`config.mk`:
```
export PLATFORM = sky130hd
export DESIGN_NAME = decode_buffer
export DESIGN_NICKNAME = d
export VERILOG_FILES = /design/src/rtl/decode_buffer.sv
export SDC_FILE = /design/constraint.sdc
export NUM_CORES = 1
export LEC_CHECK = 0
export BUFFER_PORTS_ARGS = -buffer_cell sky130_fd_sc_hd__buf_2
export CAP_MARGIN = 20
export CORE_MARGIN = 3
export CORE_UTILIZATION = 61
export DETAILED_ROUTE_END_ITERATION = 12
export PLACE_DENSITY = 0.95
export SYNTH_ARGS = -nofsm -noshare
export SYNTH_HDL_FRONTEND = slang
export SYNTH_SLANG_ARGS = --single-unit
```
`constraint.sdc`:
```
create_clock -name clock -period 11.3 [get_ports clock]
set_input_delay 1.695 -clock clock [delete_from_list [all_inputs] [get_ports clock]]
set_output_delay 1.695 -clock clock [all_outputs]
set_load 0.005 [all_outputs]
```
`src/rtl/decode_buffer.sv`:
```
// ---------------------------------------------------------------------------
// decode_buffer
//
// Small circular buffer between instruction fetch and decode. Fetch pushes
// {pc, instr} pairs and decode pops them in order. The head entry is shown
// together with its sequential next pc: +4 for a 32-bit encoding and +2 for
// a compressed one.
//
// Optional feature macro: DECODE_BUFFER_BYPASS_EN
//   undefined (default): no combinational path from in_* to out_*. A pushed
//                        entry is visible one cycle after the push.
//   defined            : when the buffer is empty, an offered entry is shown
//                        on the outputs in the same cycle. If decode takes it
//                        in that cycle, the entry is never stored.
//
// Handshake: a transfer happens on a rising edge where valid and ready are
// both 1. The producer holds its payload stable while valid=1 and ready=0.
// in_ready depends only on the occupancy (never on out_ready). out_valid
// depends on occupancy and flush, and also on in_valid when bypass is built in.
//
// Ports
//   clock        single clock; all state changes on the rising edge
//   reset        asynchronous, active-high; empties the buffer
//   flush        pipeline clear; empties the buffer at the next edge and
//                suppresses out_valid and any push in the current cycle
//   in_valid     fetch offers an entry
//   in_pc        pc of the offered entry
//   in_instr     instruction word of the offered entry
//   in_ready     buffer can accept an entry (count < DEPTH)
//   out_valid    head entry is valid for decode
//   out_pc       head pc (0 while out_valid=0)
//   out_instr    head instruction (nop 0x00000013 while out_valid=0)
//   out_npc      head next-sequential pc (4 while out_valid=0)
//   out_ready    decode consumes the head this cycle
//   count        current occupancy, 0..DEPTH
//   almost_full  count >= AFULL_LEVEL
//
// Parameters
//   DEPTH        number of entries; must be a power of two and at least 2
//   AFULL_LEVEL  occupancy threshold for almost_full, 1..DEPTH
// ---------------------------------------------------------------------------
module decode_buffer #(
    parameter int DEPTH       = 4,
    parameter int AFULL_LEVEL = 3
) (
    input  logic                     clock,
    input  logic                     reset,
    input  logic                     flush,
    input  logic                     in_valid,
    input  logic [31:0]              in_pc,
    input  logic [31:0]              in_instr,
    output logic                     in_ready,
    output logic                     out_valid,
    output logic [31:0]              out_pc,
    output logic [31:0]              out_instr,
    output logic [31:0]              out_npc,
    input  logic                     out_ready,
    output logic [$clog2(DEPTH):0]   count,
    output logic                     almost_full
);

    localparam int PW = $clog2(DEPTH);
    localparam int CW = PW + 1;

    localparam logic [31:0] NOP_INSTR = 32'h0000_0013;

    // Storage. It is never reset: the pointers and count alone define
    // which slots hold live entries.
    logic [31:0]    mem_pc    [DEPTH];
    logic [31:0]    mem_instr [DEPTH];

    logic [PW-1:0]  rd_ptr;
    logic [PW-1:0]  wr_ptr;
    logic [CW-1:0]  occ;

    logic           empty;
    logic           full;
    logic           stored_valid;
    logic           bypass_sel;
    logic           push;
    logic           pop;

    logic [31:0]    head_pc;
    logic [31:0]    head_instr;

    // -----------------------------------------------------------------------
    // Occupancy-derived status
    // -----------------------------------------------------------------------
    assign empty        = (occ == '0);
    assign full         = (occ == CW'(DEPTH));
    assign in_ready     = !full;
    assign count        = occ;
    assign almost_full  = (occ >= CW'(AFULL_LEVEL));

    // A stored head is only visible when not flushing. Flush masks it
    // combinationally so decode never takes an entry that is being discarded.
    assign stored_valid = !empty && !flush;

`ifdef DECODE_BUFFER_BYPASS_EN
    // Show the incoming entry directly when nothing is stored ahead of it.
    assign bypass_sel   = empty && in_valid && !flush;
`else
    assign bypass_sel   = 1'b0;
`endif

    assign out_valid    = stored_valid || bypass_sel;

    // A bypassed entry that decode takes in the same cycle is not stored.
    // When bypass is not built in, bypass_sel is constant 0 and this term
    // has no effect.
    assign push = in_valid && in_ready && !flush && !(bypass_sel && out_ready);
    assign pop  = stored_valid && out_ready;

    // -----------------------------------------------------------------------
    // Head selection and next-pc computation
    // -----------------------------------------------------------------------
    always_comb begin
        head_pc    = 32'h0;
        head_instr = NOP_INSTR;
        if (stored_valid) begin
            head_pc    = mem_pc[rd_ptr];
            head_instr = mem_instr[rd_ptr];
        end else if (bypass_sel) begin
            head_pc    = in_pc;
            head_instr = in_instr;
        end
    end

    assign out_pc    = head_pc;
    assign out_instr = head_instr;

    // The idle nop has low bits 2'b11, so the idle value of out_npc is
    // 0 + 4 = 4 with no special case. The add wraps modulo 2^32.
    assign out_npc   = head_pc + ((head_instr[1:0] == 2'b11) ? 32'd4 : 32'd2);

    // -----------------------------------------------------------------------
    // Pointers and occupancy
    // -----------------------------------------------------------------------
    // DEPTH is a power of two, so the pointers wrap by natural overflow.
    always_ff @(posedge clock or posedge reset) begin
        if (reset) begin
            rd_ptr <= '0;
            wr_ptr <= '0;
            occ    <= '0;
        end else if (flush) begin
            rd_ptr <= '0;
            wr_ptr <= '0;
            occ    <= '0;
        end else begin
            if (push) begin
                wr_ptr <= wr_ptr + PW'(1);
            end
            if (pop) begin
                rd_ptr <= rd_ptr + PW'(1);
            end
            case ({push, pop})
                2'b10:   occ <= occ + CW'(1);
                2'b01:   occ <= occ - CW'(1);
                default: occ <= occ;
            endcase
        end
    end

    // -----------------------------------------------------------------------
    // Storage write port
    // -----------------------------------------------------------------------
    always_ff @(posedge clock) begin
        if (push) begin
            mem_pc[wr_ptr]    <= in_pc;
            mem_instr[wr_ptr] <= in_instr;
        end
    end

endmodule

```
==> results of run 1 <==
## cells by family (layout without fill, tap and decap cells)
kind of cell / after synthesis / after routing / share of synthesized area (%)
DFF: 263 / 263 / 70.89
and+or+nand+nor: 147 / 147 / 8.607
muxes: 67 / 67 / 13.74
buffers and inverters: 54 / 244 / 2.516
xor gates and xnor gates: 33 / 33 / 2.606
AOI/OAI and AO/OA: 11 / 11 / 0.6091
adders and majority gates: 8 / 8 / 1.038
other: 0 / 6 / 0
## flip-flops by register name (all words and copies together) (netlist names)
name,flops
rd_ptr,2
mem_pc,128
wr_ptr,2
count,3
mem_instr,128
## area by class of cell
class / count / share of cell area, %
Sequential cell: 263 / 60.85
Clock buffer: 32 / 5.371
Multi-Input combinational cell: 266 / 22.98
Clock inverter: 14 / 0.9096
Inverter: 21 / 0.6096
Antenna cell: 6 / 0.1161
Timing Repair Buffer: 177 / 6.987
Tap cell: 225 / 2.177
## cells in the final DEF, fill, tap and decap left out, types with 14 or more instances in the layout
master and count:
sky130_fd_sc_hd__inv_1 21, sky130_fd_sc_hd__and3_1 51, sky130_fd_sc_hd__clkbuf_16 27, sky130_fd_sc_hd__xor2_1 14, sky130_fd_sc_hd__nand2_1 26, sky130_fd_sc_hd__buf_2 170
sky130_fd_sc_hd__edfxtp_1 256, sky130_fd_sc_hd__mux4_1 17, sky130_fd_sc_hd__mux4_2 46, sky130_fd_sc_hd__nor2_1 17, sky130_fd_sc_hd__xnor2_1 19
## final timing paths
kind	startpoint	endpoint	slack, ns	cells past startpoint
setup / recovery	count[2]$_DFFE_PP0P_	out_npc[31]	4.49	14
hold / removal	rd_ptr[1]$_DFFE_PP0P_	rd_ptr[1]$_DFFE_PP0P_	0.59	2
setup reg to reg	count[2]$_DFFE_PP0P_	count[2]$_DFFE_PP0P_	7.61	10
max in group asynchronous	reset	rd_ptr[0]$_DFFE_PP0P_	9.95	2
min in group asynchronous	reset	rd_ptr[0]$_DFFE_PP0P_	1.11	2
hold reg to reg	rd_ptr[1]$_DFFE_PP0P_	rd_ptr[1]$_DFFE_PP0P_	0.59	2
## stage by stage
step                std cells  power, mW  utilization, %  setup WS (ns)
floorplan                 583      1.403               -          4.076
global placement          952      1.515           69.01          4.837
detailed placement        952      1.529           69.01          4.657
CTS                       998      2.337           73.64          4.511
global route             1001      2.409           73.69          4.063
finish                   1004      2.319           73.73          4.488
## cells in the mapped netlist (2+ instances only)
| cell type | n | area [um2] |
|---|---|---|
| sky130_fd_sc_hd__edfxtp_1 | 256 | 7687 |
| sky130_fd_sc_hd__and3_1 | 51 | 319.1 |
| sky130_fd_sc_hd__mux4_2 | 46 | 1036 |
| sky130_fd_sc_hd__nand2_1 | 26 | 97.59 |
| sky130_fd_sc_hd__inv_1 | 21 | 78.83 |
| sky130_fd_sc_hd__xnor2_1 | 19 | 166.4 |
| sky130_fd_sc_hd__mux4_1 | 17 | 446.7 |
| sky130_fd_sc_hd__nor2_1 | 17 | 63.81 |
| sky130_fd_sc_hd__clkbuf_1 | 16 | 60.06 |
| sky130_fd_sc_hd__xor2_1 | 14 | 122.6 |
| sky130_fd_sc_hd__nand3_1 | 13 | 65.06 |
| sky130_fd_sc_hd__buf_4 | 8 | 60.06 |
| sky130_fd_sc_hd__dfrtp_1 | 7 | 175.2 |
| sky130_fd_sc_hd__ha_1 | 6 | 75.07 |
| sky130_fd_sc_hd__buf_2 | 5 | 25.02 |
| sky130_fd_sc_hd__nand4_1 | 5 | 31.28 |
| sky130_fd_sc_hd__nor3b_1 | 5 | 37.54 |
| sky130_fd_sc_hd__nand2b_1 | 4 | 25.02 |
| sky130_fd_sc_hd__a21oi_1 | 3 | 15.01 |
| sky130_fd_sc_hd__mux2i_1 | 3 | 30.03 |
| sky130_fd_sc_hd__nor3_1 | 3 | 15.01 |
| sky130_fd_sc_hd__nor3_2 | 3 | 30.03 |
| sky130_fd_sc_hd__nor4_2 | 3 | 37.54 |
| sky130_fd_sc_hd__nor4_4 | 3 | 63.81 |
| sky130_fd_sc_hd__o21ai_0 | 3 | 15.01 |
| sky130_fd_sc_hd__a21o_1 | 2 | 15.01 |
| sky130_fd_sc_hd__buf_12 | 2 | 40.04 |
| sky130_fd_sc_hd__fa_1 | 2 | 40.04 |
| sky130_fd_sc_hd__nand3b_1 | 2 | 15.01 |
| sky130_fd_sc_hd__nand4b_1 | 2 | 17.52 |
## layer usage
layer | global-route usage (%) | wire length [um] | vias up
met5 | 0 | 31 | -
met4 | 6.578 | 528 | 6
met3 | 5.902 | 2254 | 52
met2 | 38.84 | 11420 | 340
met1 | 33.34 | 9343 | 3084
li1 | - | - | 2683
## critical path: stages (launching register included)
cell and delay (ns):
sky130_fd_sc_hd__dfrtp_1 0.48, sky130_fd_sc_hd__or3_2 0.85, sky130_fd_sc_hd__nand2_1 0.39, sky130_fd_sc_hd__inv_1 0.52
sky130_fd_sc_hd__nand2b_1 0.14, sky130_fd_sc_hd__nand2_1 0.17, sky130_fd_sc_hd__ha_1 0.21, sky130_fd_sc_hd__inv_1 0.06
sky130_fd_sc_hd__fa_1 0.45, sky130_fd_sc_hd__nand4b_4 0.26, sky130_fd_sc_hd__nor4_4 0.29, sky130_fd_sc_hd__nand4_2 0.21
sky130_fd_sc_hd__nor3_2 0.25, sky130_fd_sc_hd__xor2_1 0.18, sky130_fd_sc_hd__buf_2 0.14
## power groups by stage
stage	combinational, mW	clock, mW	sequential [mW]
2_1_floorplan	0.253	0	1.15
3_3_place_gp	0.363	0	1.15
3_5_place_dp	0.373	0	1.16
4_1_cts	0.376	0.824	1.14
5_1_grt	0.405	0.864	1.14
6_report	0.373	0.810	1.14
==> metrics.md, run 1 <==
| Metric | Value |
|---|---|
| Arrival time worst endpoint | 5.12 ns |
| WS Path Type | register to output pin |
| Flop and latch count out of synthesis | 263 |
| Sequential element share of the synthesized area | 70.89% |
| Run status | complete, no violations |
| Final worst hold slack | 0.5908 ns |
| Part of the power in combinational logic | 16.1% |
| Power density over cell area | 179.4 mW/mm2 |
| 1st-pass router iterations | 5 |
| Routability congestion estimate | 0.9375 |
| Die height | 140.8 um |
| Remaining antenna violation count | 0 |
| Required @ worst endpoint | 9.61 ns |
| Clock tree from TritonCTS | done |
| Worst setup EP type | output pin |
| Syn Area/Cell | 19.03 um2 |
| Post-layout min period | 6.812 ns |
| Synth unique cells | 46 |
| Max-slew headroom at the worst pin | 33.02% |
| Die Outline Area | 0.01984 mm2 |
| Remaining DRCs | 0 |
| Period utilization | 60.29% |
| Post-CTS setup buffers | 0 |
| Insertion delay to the later sink of the worst-skew pair | 0.51 ns |
| Syn Nets | 660 |
| H-Tree Depth | 1 |
| Net switching power | 0.5623 mW |
| Area growth from synthesis to final layout | 16.57% |
| Mapped Area | 0.01109 mm2 |
| Via total after detailed routing | 6,165 |
| Footprint of the multi-input gates | 0.002972 mm2 |
| Count of final setup violators | 0 |
| Core area | 0.01754 mm2 |
| Total number of nets in the final design | 832 |
| Post-route cell area | 0.01293 mm2 |
| Footprint of the flip-flops and latches | 0.007868 mm2 |
| Measured slew at the worst slew-check pin | 1.005 ns |
| Initial drt markers | 495 |
| Final-report max-slew violation count | 0 |
| Deepest clock path buffer count | 3 |
| Switching portion of total power | 24.25% |
| Count of input and output buffers | 170 |
| Layout cell share with drive strength beyond 1 | 37.00% |
| Standard cell area after detailed placement | 0.01210 mm2 |
| Largest clock skew in the final design | 0.01348 ns |
| Via count normalized by instance count | 6.140 |
| Clock transition at the registers of the reported paths | 0.06 ns |
| Largest vdd supply drop | 0.0001477 V |
| Number of top-level design ports | 171 |
| GRT Overall Usage | 23.97% |
| Count of max-cap constraint violations | 0 |
| Total of warnings raised by yosys | 0 |
| CTS buffer count | 26 |
| Core Rows | 48 |
| Hold Crit Class | register to register |
| Number of fillers in the final layout | 1,044 |
| Final setup TNS | 0 ns |
| Number of hold buffers added after cts | 0 |
| Relative contribution of sequential cells to total power | 49.0% |
| Sinks on the clock net | 263 |
| Largest net degree at the start of global routing | 66 |
| Fraction of power consumed by the clock network | 34.9% |
| Internal Pwr Total | 1.757 mW |
| Initial standard-cell utilization of the core | 63.25% |
| Leakage power | 4.889 nW |
| Async set-or-reset flop fraction in the synthesized netlist | 2.662% |
| Maximum clock frequency | 146.8 MHz |
| Drt total wl | 23,580 um |
| Routed wire per std cell | 23.49 um |
| Global-route wire length before repair | 36,650 um |
| Post_cts resized | 0 |
| Overflow after GRT | 0 |
| EDFF count, synth | 256 |
| HPWL reported at the end of detailed placement | 14,860 um |
| Number of antenna violations at the first check in global routing | 6 |
| Instance count of the mapped netlist | 583 |
| Most frequently used flop master after synthesis | sky130_fd_sc_hd__edfxtp_1 |
| Type of origin of the critical path | register |
| Largest fanout on the critical path | 57 |
| DIE WIDTH | 140.8 um |
| Number of hold violations in the final report | 0 |
| CTS root buf | sky130_fd_sc_hd__clkbuf_16 |
| Unrepaired setup endpoints after global routing | false |
| Number of global-route vias before repair | 6,336 |
Note: power is estimated with default switching activity, not from simulation.
==> run 2: changes to the inputs <==
--- a/config.mk
+++ b/config.mk
@@ -5,12 +5,13 @@
 export SDC_FILE = /design/constraint.sdc
 export NUM_CORES = 1
 export LEC_CHECK = 0
+export ABC_AREA = 1
 export BUFFER_PORTS_ARGS = -buffer_cell sky130_fd_sc_hd__buf_2
 export CAP_MARGIN = 20
 export CORE_MARGIN = 3
-export CORE_UTILIZATION = 61
+export CORE_UTILIZATION = 52
 export DETAILED_ROUTE_END_ITERATION = 12
-export PLACE_DENSITY = 0.95
+export PLACE_DENSITY = 0.87
 export SYNTH_ARGS = -nofsm -noshare
 export SYNTH_HDL_FRONTEND = slang
 export SYNTH_SLANG_ARGS = --single-unit
==> constraint.sdc (replaced) <==
create_clock -name clock -period 6.2 [get_ports clock]
set_input_delay 0.93 -clock clock [delete_from_list [all_inputs] [get_ports clock]]
set_output_delay 0.93 -clock clock [all_outputs]
set_load 0.005 [all_outputs]
==> metrics.md, run 2 <==
| Metric | Value |
|---|---|
| Post_cts resized | 0 |
| Capture instance of the worst register-to-register path | mem_pc[1][18]$_DFFE_PP_ |
| WS Path Type | register to output pin |
| Drt total wl | 28,450 um |
| Routability congestion estimate | 0.9759 |
| Post-route cell area | 0.01397 mm2 |
| Worst setup EP type | output pin |
| Die Outline Area | 0.02513 mm2 |
| Count of max-cap constraint violations | 0 |
| Sinks on the clock net | 263 |
| Remaining antenna violation count | 0 |
| Routed wire per std cell | 17.32 um |
| Count of final setup violators | 0 |
| Slowest stage cell, crit path | sky130_fd_sc_hd__dfrtp_4 |
| Fraction of the mapped netlist area in adder cells | 0.9514% |
| Hold Crit Class | input pin to async pin |
| Crit path top cell by count | sky130_fd_sc_hd__nand2_1 |
| Max-slew headroom at the worst pin | 31.74% |
| Mapped Area | 0.01210 mm2 |
| Launching point of the worst reg2reg path | count[0]$_DFFE_PP0P_ |
| Most frequently used flop master after synthesis | sky130_fd_sc_hd__edfxtp_1 |
| Layout cell share with drive strength beyond 1 | 21.43% |
| 1st-pass router iterations | 6 |
| Synth unique cells | 36 |
| Instance count of the mapped netlist | 1,157 |
| Via count normalized by instance count | 5.298 |
| Count of input and output buffers | 170 |
| Initial drt markers | 842 |
| Final std cells w/o fill | 1,643 |
| Most common library cell in the layout ignoring fill and taps | sky130_fd_sc_hd__edfxtp_1 |
| Period utilization | 87.56% |
| Clock tree from TritonCTS | done |
| Final-report max-slew violation count | 0 |
| H-Tree Depth | 1 |
| Library cell occupying the most area in the post-synthesis netlist | sky130_fd_sc_hd__edfxtp_1 |
| Required @ worst endpoint | 5.27 ns |
| Clock transition at the registers of the reported paths | 0.06 ns |
| Overflow after GRT | 0 |
| Most used standard cells in the synthesized netlist | 256 x sky130_fd_sc_hd__edfxtp_1, 255 x sky130_fd_sc_hd__nand2_1, 195 x sky130_fd_sc_hd__nor2_1 |
| Power density over cell area | 383.5 mW/mm2 |
| Maximum clock frequency | 184.2 MHz |
| Number of antenna diodes | 0 |
| Core Rows | 55 |
| Final setup TNS | 0 ns |
| Largest vdd supply drop | 0.0003367 V |
| CTS root buf | sky130_fd_sc_hd__clkbuf_16 |
| Syn Area/Cell | 10.46 um2 |
| Async set-or-reset flop fraction in the synthesized netlist | 2.662% |
| Number of antenna violations at the first check in global routing | 7 |
| Post-layout min period | 5.428 ns |
| DIE WIDTH | 158.5 um |
| Standard cell area after detailed placement | 0.01310 mm2 |
| Largest net degree at the start of global routing | 80 |
| Area share of the largest cell type after synthesis | 63.54% |
| Largest fanout on the critical path | 79 |
| Measured slew at the worst slew-check pin | 1.021 ns |
| HPWL reported at the end of detailed placement | 18,030 um |
| Insertion delay to the later sink of the worst-skew pair | 0.53 ns |
| Type of origin of the critical path | register |
| Flop and latch count out of synthesis | 263 |
| Simple-gate share of the synthesized area | 21.18% |
| Post-place setup slack | 1.325 ns |
| Total of warnings raised by yosys | 0 |
| Share of the synthesized area in compound gates (AO/OA/AOI/OAI) | 5.088% |
| Run status | complete, no violations |
| Area growth from synthesis to final layout | 15.46% |
| Stage delay of the slowest cell on the critical path | 0.98 ns |
| EDFF count, synth | 256 |
| Core area | 0.02278 mm2 |
| Via total after detailed routing | 8,704 |
| Largest family of logic cells by synthesized area | simple AND/OR/NAND/NOR gates |
| GRT Overall Usage | 22.57% |
| Total number of nets in the final design | 1,389 |
| CTS buffer count | 26 |
| Initial standard-cell utilization of the core | 53.12% |
| Arrival time worst endpoint | 4.50 ns |
| Deepest clock path buffer count | 3 |
| Reg2reg setup slack | 3.21 ns |
| Final worst-path setup slack | 0.7715 ns |
| Number of hold violations in the final report | 0 |
| Number of hold buffers added after cts | 0 |
| Cell with the most instances after synthesis | sky130_fd_sc_hd__edfxtp_1 |
| Placed cell count | 1,597 |
| Share of synthesized area spent on multiplexers | 0% |
| Depth of the most critical reg-to-reg path | 7 |
| Sequential element share of the synthesized area | 64.98% |
| Remaining DRCs | 0 |
| Total power | 5.357 mW |
| XOR/XNOR Fraction of Synth Area | 1.303% |
| Worst path cell trace | clkinv_2 > nand2_1 > a32o_1 > nand2_1 > nand2_1 > ha_1 > inv_1 > fa_1 > nor2_8 > nand2_2 > nor2_4 > nand2_1 > nand2_1 > nand2_1 > buf_2 |
| Number of fillers in the final layout | 1,712 |
| Largest clock skew in the final design | 0.01240 ns |
| Commonest non-fill, non-tap cells in the layout | 256 x sky130_fd_sc_hd__edfxtp_1, 255 x sky130_fd_sc_hd__nand2_1, 191 x sky130_fd_sc_hd__nor2_1 |
| Unrepaired setup endpoints after global routing | false |
| Leakage power | 5.777 nW |
| Number of global-route vias before repair | 8,399 |
| Die height | 158.5 um |
| Cell types with the largest area share after synthesis | sky130_fd_sc_hd__edfxtp_1 64%, sky130_fd_sc_hd__nand2_1 7.9%, sky130_fd_sc_hd__nor2_1 6.0%, sky130_fd_sc_hd__inv_1 3.4%, sky130_fd_sc_hd__o21ai_0 3.1% |
| Number of top-level design ports | 171 |
| Global-route wire length before repair | 43,900 um |
| Syn Nets | 1,234 |
| Post-CTS setup buffers | 0 |
-- run 2: cell count changes after synthesis, sizes merged, moves of 6 or more --
cell,change
nand4,-6
xnor2,-15
inv,+95
nor2,+206
nor3,-6
nand3,+63
o21ai,+76
buf,+28
clkbuf,-9
a21oi,+34
nand2,+245
and3,-51
nor4,-6
mux4,-63
-- run 2: final cells by class --
| type | count | area (um2) | share of cell area, % |
|---|---|---|---|
| timing repair buffer | 179 | 918.4 | 6.574 |
| multi-input combinational | 726 | 3481 | 24.92 |
| tap | 313 | 391.6 | 2.803 |
| clock inverter | 10 | 100.1 | 0.7165 |
| clock buffer | 36 | 769.5 | 5.508 |
| inverter | 116 | 441.7 | 3.162 |
| sequential | 263 | 7868 | 56.32 |
-- run 2: critical path: cells and delay by family (launching register included) --
family | cells | cell delay, ns
and+or+nand+nor | 9 | 1.23
AOI/OAI and AO/OA | 1 | 0.19
adders and majority gates | 2 | 0.73
DFF | 1 | 0.98
buffers and inverters | 3 | 0.82
-- run 2: power breakdown --
part / internal, mW / leakage, nW / total (mW) / switching, mW
Sequential: 2.06 / 2.41 / 2.15 / 0.0922
Combinational: 0.522 / 2.93 / 1.64 / 1.12
Clock: 0.944 / 0.433 / 1.56 / 0.619
-- run 2: worst max path at each step --
stage                                startpoint                   endpoint  depth (start not counted)
after floorplan                        in_valid  mem_instr[0][0]$_DFFE_PP_                          4
after global placement                    flush                out_npc[31]                         16
after detailed placement                  flush                out_npc[31]                         16
after CTS                 rd_ptr[0]$_DFFE_PP0P_                out_npc[31]                         15
after global routing      rd_ptr[0]$_DFFE_PP0P_                out_npc[31]                         15
final                     rd_ptr[0]$_DFFE_PP0P_                out_npc[31]                         15
-- run 2: through the flow --
stage          utilization [%]  hold WS, ns
2_1_floorplan                -       0.5796
3_3_place_gp             57.51       0.6041
3_5_place_dp             57.51       0.6238
4_1_cts                  61.33       0.3340
5_1_grt                  61.33       0.3351
6_report                 61.33       0.3374
-- run 2: routing by layer --
layer	track usage, %	vias up	wire [um]
li1	-	4127	-
met1	29.00	4064	10890
met2	38.47	422	13860
met3	5.844	77	2842
met4	6.022	14	777
met5	0	-	77
-- run 2: kinds of logic after synthesis --
logic type                 after synthesis
buffers and inverters                  168
and+or+nand+nor                        580
adders and majority gates                8
xor gates and xnor gates                18
DFF                                    263
AOI/OAI and AO/OA                      120
